$ cat config.mk
export PLATFORM = sky130hd
export DESIGN_NAME = clk_div_monitor
export DESIGN_NICKNAME = d
export VERILOG_FILES = /design/src/rtl/clk_div_mon_pkg.sv /design/src/rtl/clk_div_monitor_sync.sv /design/src/rtl/clk_div_monitor.sv
export SDC_FILE = /design/constraint.sdc
export NUM_CORES = 1
export LEC_CHECK = 0
export BUFFER_PORTS_ARGS = -buffer_cell sky130_fd_sc_hd__buf_2
export CORE_ASPECT_RATIO = 0.8
export CORE_MARGIN = 3
export CORE_UTILIZATION = 50
export DETAILED_ROUTE_END_ITERATION = 7
export HOLD_SLACK_MARGIN = 0.02
export PLACE_DENSITY = 0.74
export SETUP_SLACK_MARGIN = 0.5
export SLEW_MARGIN = 10
export SYNTH_ARGS = -nofsm -noshare
export SYNTH_HDL_FRONTEND = slang
export SYNTH_SLANG_ARGS = --single-unit
export TNS_END_PERCENT = 1
$ cat constraint.sdc
create_clock -name clk -period 2.05 [get_ports clk]
set_input_delay 0.1025 -clock clk [delete_from_list [all_inputs] [get_ports clk]]
set_output_delay 0.1025 -clock clk [all_outputs]
set_load 0.02 [all_outputs]
$ cat src/rtl/clk_div_mon_pkg.sv
// Shared state type and sizing helpers for the divided-clock monitor.
package clk_div_mon_pkg;

    typedef enum logic [0:0] {
        ACQ    = 1'b0,
        LOCKED = 1'b1
    } mon_state_e;

    localparam int unsigned LOCK_CNT_MAX = 15;

    // Width of the consecutive-match counter for a given lock threshold.
    function automatic int unsigned mcnt_width(input int unsigned lock_cnt);
        return $clog2(lock_cnt + 1);
    endfunction

endpackage

$ cat src/rtl/clk_div_monitor_sync.sv
// Two-flop synchroniser with a history flop; yields the synchronised level and a rising-edge strobe.
module sync_rise_det (
    input  logic clk,
    input  logic rst_n,
    input  logic din,
    output logic rise_c,
    output logic level
);

    logic s1;
    logic s2;
    logic s3;

    always_ff @(posedge clk or negedge rst_n) begin
        if (!rst_n) begin
            s1 <= 1'b0;
            s2 <= 1'b0;
            s3 <= 1'b0;
        end else begin
            s1 <= din;
            s2 <= s1;
            s3 <= s2;
        end
    end

    assign rise_c = s2 & ~s3;
    assign level  = s2;

endmodule

$ cat src/rtl/clk_div_monitor.sv
// Measures period/high time of a divided clock in source-clock cycles and tracks lock to a programmed ratio.
module clk_div_monitor
    import clk_div_mon_pkg::*;
#(
    parameter int unsigned CNT_W    = 8,
    parameter int unsigned LOCK_CNT = 4
) (
    input  logic             clk,
    input  logic             rst_n,
    input  logic             div_clk_i,
    input  logic [CNT_W-1:0] cfg_ratio_i,
    output logic [CNT_W-1:0] period_o,
    output logic [CNT_W-1:0] high_o,
    output logic             period_vld_o,
    output logic             locked_o,
    output logic             err_o,
    output logic             dead_o
);

    localparam int unsigned      MCNT_W  = mcnt_width(LOCK_CNT);
    localparam logic [CNT_W-1:0] CNT_MAX = '1;

    logic              rise;
    logic              level;
    logic [CNT_W-1:0]  cnt;
    logic [CNT_W-1:0]  hcnt;
    logic              first_seen;
    logic [MCNT_W-1:0] mcnt;
    mon_state_e        state;

    logic              valid;
    logic              match;
    logic              stall;
    logic              sat;
    logic [CNT_W:0]    ratio_p1;

    sync_rise_det u_sync (
        .clk    (clk),
        .rst_n  (rst_n),
        .din    (div_clk_i),
        .rise_c (rise),
        .level  (level)
    );

    // Ratio+1 is one bit wider so a full-scale ratio never wraps onto a small count.
    always_comb begin
        ratio_p1 = {1'b0, cfg_ratio_i} + (CNT_W + 1)'(1);
        valid    = rise & first_seen;
        match    = (cnt == cfg_ratio_i) && (cfg_ratio_i >= CNT_W'(2));
        stall    = !rise && ({1'b0, cnt} == ratio_p1);
        sat      = !rise && (cnt == CNT_MAX);
    end

    always_ff @(posedge clk or negedge rst_n) begin
        if (!rst_n) begin
            cnt          <= '0;
            hcnt         <= '0;
            first_seen   <= 1'b0;
            mcnt         <= '0;
            state        <= ACQ;
            period_o     <= '0;
            high_o       <= '0;
            period_vld_o <= 1'b0;
            locked_o     <= 1'b0;
            err_o        <= 1'b0;
            dead_o       <= 1'b0;
        end else begin
            period_vld_o <= 1'b0;
            err_o        <= 1'b0;

            if (rise) begin
                cnt  <= CNT_W'(1);
                hcnt <= CNT_W'(1);
            end else begin
                if (cnt != CNT_MAX) cnt <= cnt + CNT_W'(1);
                if (level && (hcnt != CNT_MAX)) hcnt <= hcnt + CNT_W'(1);
            end

            // A rise always re-arms; saturation without a rise declares the clock dead.
            if (rise) begin
                first_seen <= 1'b1;
                dead_o     <= 1'b0;
            end else if (sat) begin
                first_seen <= 1'b0;
                dead_o     <= 1'b1;
            end

            if (valid) begin
                period_o     <= cnt;
                high_o       <= hcnt;
                period_vld_o <= 1'b1;
            end

            case (state)
                ACQ: begin
                    if (valid) begin
                        if (!match) begin
                            mcnt <= '0;
                        end else if (mcnt == MCNT_W'(LOCK_CNT - 1)) begin
                            mcnt     <= '0;
                            locked_o <= 1'b1;
                            state    <= LOCKED;
                        end else begin
                            mcnt <= mcnt + MCNT_W'(1);
                        end
                    end
                end
                LOCKED: begin
                    if ((valid && !match) || stall) begin
                        err_o    <= 1'b1;
                        locked_o <= 1'b0;
                        mcnt     <= '0;
                        state    <= ACQ;
                    end
                end
                default: state <= ACQ;
            endcase
        end
    end

endmodule

# After elaboration in Yosys (flattened, before gate mapping)
# Index checks and enable logic that the tools add are counted.
# W data, S select, Z words.
[word_totals]
reg_bits = 44
in_bits = 11
output_inout_bits = 20
word_cells = 72
[op_classes]
addsub = 4
order_cmp = 1
eq_ne = 10
mux = 26
bitwise_logic = 4
reduce_logical = 13
[op_table]
columns = ["op", "count"]
rows = [
  ["$mux W8", 4],
  ["$add A8 B1 Y8 const B", 2],
  ["$ne A8 B8 Y1 const B", 2],
  ["$mux W1", 15],
  ["$mux W3", 4],
  ["$add A8 B1 Y9 const B", 1],
  ["$eq A8 B9 Y1", 1],
  ["$eq A8 B8 Y1", 1],
  ["$eq A8 B8 Y1 const B", 1],
  ["$ge A8 B2 Y1 const B", 1],
  ["$ne A2 B2 Y1 const B", 3],
  ["$pmux W3 S2", 1],
  ["$reduce_bool A2 Y1", 3],
  ["$logic_and A1 B1 Y1", 5],
  ["$pmux W1 S2", 2],
  ["$reduce_and A4 Y1", 1],
  ["$add A3 B1 Y3 const B", 1],
  ["$eq A3 B2 Y1 const B", 1],
  ["$and A1 B1 Y1", 2],
  ["$logic_not A1 Y1", 2],
  ["$ne A2 B1 Y1 const B", 1],
  ["$not A1 Y1", 2],
  ["$reduce_and A2 Y1", 1],
  ["$logic_or A1 B1 Y1", 1],
]

# Depth between registers and ports, before layout
[depth]
ltp_word = 7
depth_mapped = 8
ltp_nobuf = 8

# By module
# Synthesis repeated with hierarchy kept, for this count alone.
[hier_totals]
cells_unflattened = 208
hier_area_um2 = 2215.9
[modules_own_cells]
columns = ["mod", "n_inst", "cells_per_inst", "area_each_um2", "seq_area_each_um2"]
rows = [
  ["clk_div_monitor", 1, 204, 2127.0, 1026.0],
  ["sync_rise_det", 1, 4, 88.8, 75.1],
]

# Worst setup path before layout
# No wires, ideal clock.
[synth_timing]
path_type = "register -> register"
startpoint = "register u_sync.s2 (netlist: u_sync.level)"
endpoint = "register locked_o"
setup_ns = 0.135
arrival_time_ns = 1.754
t_required_ns = 1.915
slack_ns = 0.161
stages_incl_launch_ff = 7
n_path_buf = 1
synth_period_minus_slack_ns = 1.889
cell_sequence = "dfrtp_1 > nor2b_1 > clkbuf_1 > or4_4 > nor4b_4 > and2_4 > o22ai_2"
[synth_between]
elab_chain_cells = 6
word_cells_on_any_way = 9
cone_classes = "eq/ne (2); bitwise (2); reduce/logical (5)"
[synth_rtl]
columns = ["element", "line_no", "source"]
rows = [
  ["start: declaration", "clk_div_monitor_sync.sv:11", "logic s2;"],
  ["start signal: assignment", "clk_div_monitor_sync.sv:17", "s2 <= 1'b0;"],
  ["start signal: assignment", "clk_div_monitor_sync.sv:21", "s2 <= s1;"],
  ["$and A1 B1 Y1 *", "clk_div_monitor_sync.sv:26", "assign rise_c = s2 & ~s3;"],
  ["$and A1 B1 Y1 / $logic_not A1 Y1 (equally long branches)", "clk_div_monitor.sv:48, clk_div_monitor.sv:50", ""],
  ["$logic_and A1 B1 Y1 (on tied branches)", "clk_div_monitor.sv:109, clk_div_monitor.sv:50", ""],
  ["$logic_or A1 B1 Y1", "clk_div_monitor.sv:109", "if ((valid && !match) || stall) begin"],
  ["$ne A2 B1 Y1 (no line)", "-", ""],
  ["$reduce_and A4 Y1 (no line) *", "-", ""],
  ["end signal: assignment", "clk_div_monitor.sv:64", "locked_o <= 1'b0;"],
  ["end signal: assignment", "clk_div_monitor.sv:101", "locked_o <= 1'b1;"],
  ["end signal: assignment", "clk_div_monitor.sv:111", "locked_o <= 1'b0;"],
  ["end: declaration", "clk_div_monitor.sv:15", "output logic locked_o,"],
]
# Mark *: on every way between the ends. The rest lies on a longest branch, timed or not.
# A chain may end at the register's enable or synchronous reset.

# Worst setup path after layout
[layout_timing]
startpoint = "register cnt[3]"
endpoint = "register state"
[layout_between]
elab_chain_cells = 7
word_cells_on_any_way = 11
cone_classes = "eq/ne (2); mux (4); reduce/logical (5)"
[layout_rtl]
columns = ["element", "line_no", "source"]
rows = [
  ["start: declaration", "clk_div_monitor.sv:25", "logic [CNT_W-1:0] cnt;"],
  ["start signal: assignment", "clk_div_monitor.sv:75", "if (cnt != CNT_MAX) cnt <= cnt + CNT_W'(1);"],
  ["$eq A8 B8 Y1", "clk_div_monitor.sv:49", "match = (cnt == cfg_ratio_i) && (cfg_ratio_i >= CNT_W'(2));"],
  ["$logic_and A1 B1 Y1", "clk_div_monitor.sv:49", ""],
  ["$logic_not A1 Y1", "clk_div_monitor.sv:109", ""],
  ["$logic_and A1 B1 Y1", "clk_div_monitor.sv:109", ""],
  ["$logic_or A1 B1 Y1", "clk_div_monitor.sv:109", ""],
  ["$mux W1", "clk_div_monitor.sv:109", ""],
  ["$pmux W1 S2 *", "clk_div_monitor.sv:94", "case (state)"],
  ["end signal: assignment", "clk_div_monitor.sv:102", "state <= LOCKED;"],
  ["end signal: assignment", "clk_div_monitor.sv:113", "state <= ACQ;"],
  ["end signal: assignment", "clk_div_monitor.sv:116", "default: state <= ACQ;"],
  ["end: declaration", "clk_div_monitor.sv:29", "mon_state_e state;"],
]
# Marks and branches as above.

==> impl_metrics.env <==
export IMPL_yosys_warnings=0
export IMPL_syn_nets=221
export IMPL_io_buffers=30
export IMPL_yosys_area_top_type="dfrtp_1"
export IMPL_detail_route_first_pass_iterations=4
export IMPL_grt_max_degree=26
export IMPL_gp_congestion=0.880
export IMPL_cp_arrival_ns=2.06
export IMPL_synth_compound_area_share_pct=8.50
export IMPL_synth_fa_ha_area_share_pct=2.81
export IMPL_hold_viol=0
export IMPL_required_ns=2.22
export IMPL_drive_gt1_share_pct=34.5
export IMPL_start_util_pct=52.6
export IMPL_die_area_um2=5290
export IMPL_power_frac_clock_pct=33.7
export IMPL_vias=1612
export IMPL_n_fill_cell=341
export IMPL_routedWlPerCell_um=14.4
export IMPL_cts_clk_slew_worst_paths_ns=0.08
export IMPL_critPathLaunchType="flop"
export IMPL_swShare_pct=28.7
export IMPL_max_slew_margin_pct=69.5
export IMPL_layout_setup_ws_ns=0.167
export IMPL_min_period_over_period_pct=91.9
export IMPL_setup_viol=0
export IMPL_hpwl_um=3210
export IMPL_cp_max_fo=4
export IMPL_p_total_w=0.00267
export IMPL_cts_buffers=5
export IMPL_antenna_found_initial=0
export IMPL_synth_seq_area_share_pct=49.5
export IMPL_final_max_slew_viol_count=0
export IMPL_end_kind="flop"
export IMPL_drtAntennaViolNets=0
export IMPL_grt_pass1_vias=1599
export IMPL_synthCells=205
export IMPL_ys_top_cells_by_area="dfrtp_1, mux2_2, xor2_1, nand2_1, xnor2_1"
export IMPL_die_y_um=65.6
export IMPL_h_tree_depth=2
export IMPL_reg2reg_depth=6
export IMPL_critPathMaxStageDelay_ns=0.44
export IMPL_routed_wl_um=4400
export IMPL_clock_sinks=44
export IMPL_diodes=0
export IMPL_mostFrequentLayoutCell="dfrtp_1"
export IMPL_synth_simple_area_share_pct=18.8
export IMPL_ys_flop_type="dfrtp_1"
export IMPL_status="finished clean"
export IMPL_crit_slowest_cell="or4_4"
export IMPL_post_route_drc_count=0
export IMPL_pwr_share_seq_pct=42.9
export IMPL_ctsLongestPathBuffers=2
export IMPL_synth_area_um2=2220
export IMPL_multi_input_area_um2=1120
export IMPL_cts_tree="built"
export IMPL_final_cell_mix="dfrtp_1, buf_2, nand2_1, mux2_2, nor2_1"
export IMPL_clock_skew_ns=0.00468
export IMPL_synth_top_cell_area_share_pct=49.5
export IMPL_criticalPathCategory="flop to flop"
export IMPL_die_w_um=80.6
export IMPL_seqCellArea_um2=1100
export IMPL_drtIter0Drc=35
export IMPL_clock_latency_ns=0.30
export IMPL_leakage_nw=1.34
export IMPL_yosysUniqueCellTypes=45
export IMPL_coreArea_um2=4230
export IMPL_viasPerCell=5.27
export IMPL_track_usage_pct=19.2
export IMPL_grt_pass1_wl_um=7720
export IMPL_area_growth_pct=23.6
export IMPL_fin_crit_ns=1.88
export IMPL_synth_seq_cells=44
export IMPL_p_comb_share_pct=23.3
export IMPL_muxShareOfSynthArea_pct=9.90
export IMPL_p_sw_w=0.000768
export IMPL_crit_chain="xnor2_2 -> xor2_1 -> or4_4 -> nor4b_4 -> and2_4 -> o22ai_2"
export IMPL_rsz0062_at_grt="yes"
export IMPL_fin_nets=264
export IMPL_synth_edff_count=0
export IMPL_hold_class="input port to async pin"
export IMPL_place_ws_ns=0.109
export IMPL_yosys_area_share_xor_xnor_pct=7.88
export IMPL_ir_drop_mv=0.642
export IMPL_synth_top_family_by_area="simple AND/OR/NAND/NOR gates"
export IMPL_clockRootBuffer="clkbuf_8"
export IMPL_max_slew_worst_pin_slew_ns=0.458
export IMPL_tns_ns=0
export IMPL_avgSynthCellArea_um2=10.8
export IMPL_grt_overflow_total=0
export IMPL_ioPinCount=31
export IMPL_fmax_ghz=0.531
export IMPL_cellPowerDensity_nw_per_um2=973
export IMPL_maxCapViolCount=0
export IMPL_synthArstFlopShare_pct=100
export IMPL_p_int_w=0.00191
export IMPL_rows=21
-- synthesized netlist by cell type, types with 3 or more instances --
cell       n
dfrtp_1   44
clkbuf_1   6
and3_1     4
ha_1       5
inv_1      5
xnor2_1    8
nor3_1     4
and2_1     3
nor2_1    13
nor4_1     3
mux2i_1    4
a31oi_1    3
nor2b_1    3
xor2_1    12
mux2_2    16
a21oi_1    7
nand2b_1   5
o21ai_0    3
nand2_1   20
nand3_1    6
nand4_1    5
-- through the flow --
stage	hold WS, ns	cell area, um^2	utilization, %	cells
after floorplan	-0.193	2260	-	205
after global placement	0.0785	2520	59.7	295
after detailed placement	0.0795	2520	59.7	295
after CTS	0.289	2740	64.8	306
after global routing	0.319	2750	65.0	306
final	0.278	2750	65.0	306
-- layer usage --
| layer | global-route usage (%) | vias to the layer above | wire length [um] |
|---|---|---|---|
| met5 | 0 | - | 0 |
| met2 | 29.2 | 32 | 1960 |
| met1 | 26.6 | 770 | 2190 |
| met4 | 7.38 | 0 | 51 |
| met3 | 4.52 | 5 | 193 |
| li1 | - | 805 | - |
-- final cells by class --
cell class	count	area share, %
flip-flops and latches	44	40.2
multi-input cells	148	40.8
inverters	5	0.683
well taps	57	2.60
clock buffers	5	2.50
clock inverters	3	3.28
repair buffers	44	9.93
-- power by group through the flow --
stage                     registers (W)  logic [W]  clock network (W)
after detailed placement        0.00116   0.000586                  0
after global routing            0.00117   0.000695           0.000959
after floorplan                 0.00120   0.000367                  0
after CTS                       0.00114   0.000626           0.000922
final                           0.00115   0.000624           0.000902
after global placement          0.00115   0.000580                  0
-- critical path, delay by kind of cell (launching register included) --
kind,cells,cell delay [ns]
compound gates,1,0.08
xor+xnor,2,0.31
flops,1,0.43
simple gates,3,0.93
-- kinds of logic (layout without fill, tap and decap cells) --
| kind of cell | Yosys count | count (layout) |
|---|---|---|
| AO/OA/AOI/OAI | 27 | 27 |
| AND/OR/NAND/NOR | 76 | 76 |
| adder cells (fa/ha/maj) | 5 | 5 |
| buffers and inverters | 13 | 57 |
| flip-flops | 44 | 44 |
| multiplexers | 20 | 20 |
| XOR/XNOR | 20 | 20 |
-- path summary, 6_finish.rpt --
path | endpoint | slack (ns) | start
max in group asynchronous | cnt[3] | 1.27 | rst_n
min in group clk | err_o | 0.34 | cfg_ratio_i[5]
hold reg to reg | u_sync.level | 0.36 | u_sync.s1
hold / removal | err_o | 0.28 | rst_n
setup reg to reg | state | 0.17 | cnt[3]
setup / recovery | state | 0.17 | cnt[3]
-- timing repair --
item / in CTS / in global routing
resized for setup: 6 / 2
buffers inserted: 1 / 0
hold buffers: 2 / 0
endpoints found under the setup margin: 31 / 36
hold endpoints to repair: 20 / 0
pin swaps: 1 / 0
cloned: 0 / 0
-- registers in the layout, indices dropped and copies added (netlist names) --
| name | cells |
|---|---|
| u_sync.s1 | 1 |
| period_o | 8 |
| period_vld_o | 1 |
| mcnt | 3 |
| high_o | 8 |
| hcnt | 8 |
| first_seen | 1 |
| cnt | 8 |
| state | 1 |
| u_sync.level | 1 |
| dead_o | 1 |
| locked_o | 1 |
| err_o | 1 |
| u_sync.s3 | 1 |
Note: power is estimated with default switching activity, not from simulation.
